File: src/rtl/relu_pkg.sv
// rtl/relu_pkg.sv - shared single-precision float helpers for the ReLU layers
package relu_pkg;

    // IEEE-754 single-precision layout, MSB first.
    typedef struct packed {
        logic        sign;
        logic [7:0]  exp;
        logic [22:0] man;
    } float_t;

    localparam logic [7:0]  FP_EXP_MAX  = 8'd255;
    localparam logic [31:0] FP_POS_ZERO = 32'h0000_0000;

    // Strictly positive and not NaN: +0.0, -0.0, negatives and NaN all report 0.
    // +Inf and positive denormals count as positive.
    function automatic logic fp_is_pos(input float_t f);
        logic is_nan;
        logic is_zero;
        is_nan  = (f.exp == FP_EXP_MAX) && (f.man != 23'd0);
        is_zero = ({f.exp, f.man} == 31'd0);
        return !f.sign && !is_zero && !is_nan;
    endfunction

endpackage

File: src/rtl/relu_bwd_lane.sv
// rtl/relu_bwd_lane.sv - combinational per-lane ReLU gradient gate and power-of-two scale
module relu_bwd_lane
    import relu_pkg::*;
#(
    parameter int NEG_SLOPE_EN   = 0,
    parameter int NEG_SLOPE_LOG2 = -3
)(
    input  logic        pos,
    input  logic        sign,
    input  logic [7:0]  exp,
    input  logic [22:0] man,
    output logic [31:0] result
);

    // Scaling by 2^k only moves the exponent; the 10-bit signed width holds
    // exp (0..255) plus a shift down to -126 without wrapping.
    localparam logic signed [9:0] SLOPE_SHIFT = 10'(NEG_SLOPE_LOG2);

    logic signed [9:0] exp_scaled;

    // Pass the gradient on the positive path; otherwise zero it or scale it.
    always_comb begin
        exp_scaled = $signed({2'b00, exp}) + SLOPE_SHIFT;
        result     = FP_POS_ZERO;
        if (pos) begin
            result = {sign, exp, man};
        end else if (NEG_SLOPE_EN == 0) begin
            result = FP_POS_ZERO;
        end else if (exp == FP_EXP_MAX) begin
            // Inf and NaN survive a finite scale unchanged.
            result = {sign, exp, man};
        end else if (exp == 8'd0) begin
            // Denormal or zero gradient: flush, keeping the sign.
            result = {sign, 31'd0};
        end else if (exp_scaled <= 10'sd0) begin
            // Scaled value would be denormal: flush, keeping the sign.
            result = {sign, 31'd0};
        end else begin
            result = {sign, exp_scaled[7:0], man};
        end
    end

endmodule

File: src/rtl/relu_backward.sv
// rtl/relu_backward.sv - two-stage streaming ReLU backward pass with per-blob beat counter
module relu_backward
    import relu_pkg::*;
#(
    parameter int WIDTH          = 4,
    parameter int NEG_SLOPE_EN   = 0,
    parameter int NEG_SLOPE_LOG2 = -3,
    parameter int CNT_W          = 16
)(
    input  logic                 clk,
    input  logic                 reset_n,
    input  logic                 in_valid,
    output logic                 in_ready,
    input  logic                 in_last,
    input  logic [32*WIDTH-1:0]  top_diff,
    input  logic [32*WIDTH-1:0]  bottom_data,
    output logic                 out_valid,
    input  logic                 out_ready,
    output logic                 out_last,
    output logic [32*WIDTH-1:0]  out_diff,
    output logic [CNT_W-1:0]     beat_count
);

    if (NEG_SLOPE_LOG2 > 0 || NEG_SLOPE_LOG2 < -126) begin : g_bad_slope
        $error("relu_backward: NEG_SLOPE_LOG2=%0d outside -126..0", NEG_SLOPE_LOG2);
    end

    logic adv1;
    logic adv2;
    logic accept;

    float_t top_f [WIDTH];

    logic                    s1_valid;
    logic                    s1_last;
    logic [WIDTH-1:0]        s1_pos;
    logic [WIDTH-1:0]        s1_sign;
    logic [WIDTH-1:0][7:0]   s1_exp;
    logic [WIDTH-1:0][22:0]  s1_man;

    logic [32*WIDTH-1:0]     lane_diff;

    logic                    s2_valid;
    logic                    s2_last;
    logic [32*WIDTH-1:0]     s2_diff;

    logic [CNT_W-1:0]        count;

    // A stage may load when it is empty or its contents move on this edge;
    // in_ready depends only on pipeline state and out_ready, never on in_valid.
    always_comb begin
        adv2   = !s2_valid || out_ready;
        adv1   = !s1_valid || adv2;
        accept = in_valid && adv1;
    end

    assign in_ready = adv1;

    for (genvar i = 0; i < WIDTH; i++) begin : g_lane
        assign top_f[i] = top_diff[32*i +: 32];

        relu_bwd_lane #(
            .NEG_SLOPE_EN   (NEG_SLOPE_EN),
            .NEG_SLOPE_LOG2 (NEG_SLOPE_LOG2)
        ) u_lane (
            .pos    (s1_pos[i]),
            .sign   (s1_sign[i]),
            .exp    (s1_exp[i]),
            .man    (s1_man[i]),
            .result (lane_diff[32*i +: 32])
        );
    end

    // Stage 1: classify bottom_data and split top_diff into fields.
    always_ff @(posedge clk) begin
        if (!reset_n) begin
            s1_valid <= 1'b0;
            s1_last  <= 1'b0;
            s1_pos   <= '0;
            s1_sign  <= '0;
            s1_exp   <= '0;
            s1_man   <= '0;
        end else if (adv1) begin
            s1_valid <= in_valid;
            if (in_valid) begin
                s1_last <= in_last;
                for (int i = 0; i < WIDTH; i++) begin
                    s1_pos[i]  <= fp_is_pos(bottom_data[32*i +: 32]);
                    s1_sign[i] <= top_f[i].sign;
                    s1_exp[i]  <= top_f[i].exp;
                    s1_man[i]  <= top_f[i].man;
                end
            end
        end
    end

    // Stage 2: register the lane results; held unchanged while stalled.
    always_ff @(posedge clk) begin
        if (!reset_n) begin
            s2_valid <= 1'b0;
            s2_last  <= 1'b0;
            s2_diff  <= '0;
        end else if (adv2) begin
            s2_valid <= s1_valid;
            if (s1_valid) begin
                s2_last <= s1_last;
                s2_diff <= lane_diff;
            end
        end
    end

    // Beats accepted in the current blob; the closing beat returns it to 0.
    always_ff @(posedge clk) begin
        if (!reset_n) begin
            count <= '0;
        end else if (accept) begin
            count <= in_last ? '0 : count + 1'b1;
        end
    end

    assign out_valid  = s2_valid;
    assign out_last   = s2_last;
    assign out_diff   = s2_diff;
    assign beat_count = count;

endmodule

File: config.mk
export PLATFORM = sky130hd
export DESIGN_NAME = relu_backward
export DESIGN_NICKNAME = d
export VERILOG_FILES = /design/src/rtl/relu_pkg.sv /design/src/rtl/relu_bwd_lane.sv /design/src/rtl/relu_backward.sv
export SDC_FILE = /design/constraint.sdc
export NUM_CORES = 1
export LEC_CHECK = 0
export BUFFER_PORTS_ARGS = -buffer_cell sky130_fd_sc_hd__buf_2
export CAP_MARGIN = 20
export CORE_ASPECT_RATIO = 0.6
export CORE_UTILIZATION = 30
export DETAILED_ROUTE_END_ITERATION = 6
export HOLD_SLACK_MARGIN = 0.06
export PLACE_DENSITY = 0.53
export SLEW_MARGIN = 20
export SYNTH_ARGS = -nofsm -noshare
export SYNTH_HDL_FRONTEND = slang
export SYNTH_SLANG_ARGS = --single-unit
File: constraint.sdc
create_clock -name clk -period 1.6 [get_ports clk]
set_input_delay 0.32 -clock clk [delete_from_list [all_inputs] [get_ports clk]]
set_output_delay 0.32 -clock clk [all_outputs]
set_load 0.03 [all_outputs]
==> impl_metrics.tcl <==
set metrics [dict create \
    status "complete, but fails checks" \
    violations "negative setup slack" \
    async_flop_share_pct 0 \
    die_height_um 145.8 \
    power_density_nw_per_um2 946.3 \
    synth_compound_area_share_pct 14.61 \
    setup_viol 130 \
    hold_path_startpoint "out_ready" \
    max_cap_violations 0 \
    r2r_setup_slack_ps -110 \
    cts-buffers-inserted 28 \
    die_w_um 241.7 \
    drv_slew 0 \
    synth_fa_ha_area_share_pct 0.1210 \
    dr_total_vias 11490 \
    syn2layout_area_growth_pct 68.69 \
    crit_type "register to primary output" \
    clock-sinks 280 \
    fin_ws_ps -117.3 \
    ys_ff_latch 280 \
    final_cells 2349 \
    startpoint_type "register" \
    grt_pass1_wl_um 59920 \
    fin_util_pct 51.58 \
    timing.final.crit_share_pct 107.3 \
    relSlewSlack_pct 72.49 \
    final_area_um2 17450 \
    grt_pass1_vias 10870 \
    yosysWarnings 0 \
    place_inst 2131 \
    io_buffers 407 \
    io_pins 408 \
    htree_levels 1 \
    multiInputGateArea_um2 5380 \
    hold_violations 0 \
    clk_pin_slew_ps 70 \
    syn-num-nets 1572 \
    synth_top_area_share_pct 54.19 \
    drt_iter0_markers 651 \
    yosys.area.top_type "dfxtp_1" \
    cts_tree "done" \
    die-area_um2 35250 \
    viasPerCell 4.889 \
    placementRows 52 \
    overflow 0 \
    rsz0062_at_grt "yes" \
    yosysMostFrequentCell "nand2_1" \
    syn_area_per_cell_um2 7.896 \
    antenna_found_initial 1 \
    ir_worst_vdd_mv 0.6925 \
    path_max_fanout 2 \
    fin_tns_setup_ps -7706 \
    ys_types 34 \
    start_util_pct 30.57 \
    synth-simple-area-share_pct 26.02 \
    worstPathRequired_ps 1280 \
    synth_edf_count 0 \
    synthFlopType "dfxtp_1" \
    synth_seq_area_share_pct 54.19 \
    firstDrtPassIters 5 \
    p_leak_nw 7.264 \
    synth_top_family_by_area "simple AND/OR/NAND/NOR gates" \
    grtUsageTotal_pct 20.95 \
    clock_latency_ps 560 \
    startpoint "s1_valid" \
    synth_area_um2 10340 \
    fillers 3175 \
    ant_nets 0 \
    dp_hpwl_um 24280 \
    drive_gt1_share_pct 40.69 \
    wl_per_cell_um 17.78 \
    clock_path_buffers 3 \
    dpl_worst_slack_ps -113.9 \
    place_area_um2 13320 \
    routabilityCongestion 0.9134 \
    worst_pin_slew_ps 412.6 \
    drc 0 \
    diodes 0 \
    clockRootBuffer "clkbuf_16" \
    rr_startpoint "s1_valid" \
    period_minus_slack_ps 1717 \
    wl_um 41770 \
    holdCritPathClass "primary input to register" \
    synthXorXnorAreaFrac_pct 0.8467 \
    coreArea_um2 33830 \
    max_freq_mhz 582.3 \
    syn_inst 1310 \
    skew_ps 14.86 \
    fin_nets 2130 \
    synth.area.mux_share_pct 0 \
    synthTopCellsByCount "nand2_1 (403), dfxtp_1 (280), a21oi_1 (266)" \
    end_kind "primary output" \
    grt_max_degree 67 \
    arrival_ps 1400 \
    synthTopCellsByArea "dfxtp_1 (54%), nand2_1 (15%), a21oi_1 (13%)" \
    seqCellArea_um2 5632 \
]
==> flip-flops by register name, summed over array words and instances, names as in the netlist <==
register and cells:
out_last 1, s1_exp 32, s1_sign 4, s1_valid 1, out_diff 128, s1_last 1
s1_pos 4, out_valid 1, beat_count 16, s1_man 92
==> cell usage in the layout, fill, tap and decap left out, types with 4 or more instances in the layout <==
cell,count
a2111o_1,4
a21oi_1,174
a21oi_2,92
buf_12,26
buf_16,10
buf_2,404
buf_4,31
buf_6,9
buf_8,6
clkbuf_1,5
clkbuf_16,42
clkbuf_8,5
clkinv_2,5
dfxtp_1,267
dfxtp_2,9
dfxtp_4,4
dlygate4sd3_1,129
nand2_1,309
nand2_2,30
nand2_4,63
nand3_1,134
nand4_1,15
nor2_1,13
nor3_1,8
nor4_1,28
o21a_1,4
o311a_1,4
xnor2_1,8
==> area by class of cell <==
class                   count  share of cell area (%)
inverters                   5                  0.1721
clock inverters            13                  0.8820
repair buffers            629                   27.89
multi-input cells         924                   30.83
well taps                 459                   3.291
clock buffers              39                   4.661
flip-flops and latches    280                   32.27
==> metrics by stage <==
| stage | hold WS, ps | total power, mW |
|---|---|---|
| floorplan | 432.2 | 8.079 |
| global placement | 435.5 | 8.813 |
| detailed placement | 441.0 | 8.832 |
| CTS | 89.08 | 16.21 |
| global route | 96.40 | 17.13 |
| finish | 114.4 | 16.51 |
==> where the power goes <==
part | total (mW) | internal [mW] | leakage (nW) | switching, mW
Clock | 6.99 | 4.05 | 0.475 | 2.94
Combinational | 2.23 | 1.07 | 4.50 | 1.16
Sequential | 7.30 | 7.18 | 2.29 | 0.118
==> routing by layer <==
metal / track usage, % / vias to the layer above / routed length (µm)
met5: 0 / - / 9
met4: 4.873 / 2 / 839
met3: 4.684 / 67 / 2306
met2: 31.87 / 311 / 18600
met1: 30.01 / 5529 / 20010
li1: - / 5576 / -
==> cells by family (layout without fill, tap and decap cells) <==
kind of cell,after synthesis,in the layout
AO/OA/AOI/OAI,288,288
adder cells (fa/ha/maj),1,1
flip-flops,280,280
XOR/XNOR,10,10
AND/OR/NAND/NOR,623,625
buffers and inverters,108,686
==> path summary, 6_finish.rpt <==
path / to / cells past startpoint
max: in_ready / 3
min: out_valid / 3
max reg2reg: s1_man[25] / 9
min reg2reg: out_diff[101] / 2
==> repair_timing <==
| item | 4_1_cts | 5_1_grt |
|---|---|---|
| buffers inserted | 8 | 7 |
| hold buffers | 129 | 0 |
| setup endpoints to repair | 10 | 156 |
| hold endpoints to repair | 129 | 0 |
| pin swaps | 8 | 143 |
| cloned | 6 | 19 |
| gates resized for setup | 36 | 275 |
==> critical path, stage by stage (launching register included) <==
cell	delay (ps)
dfxtp_2	340
and3b_2	240
clkinvlp_4	110
buf_6	140
No activity file was read; power rests on OpenSTA's default activity.
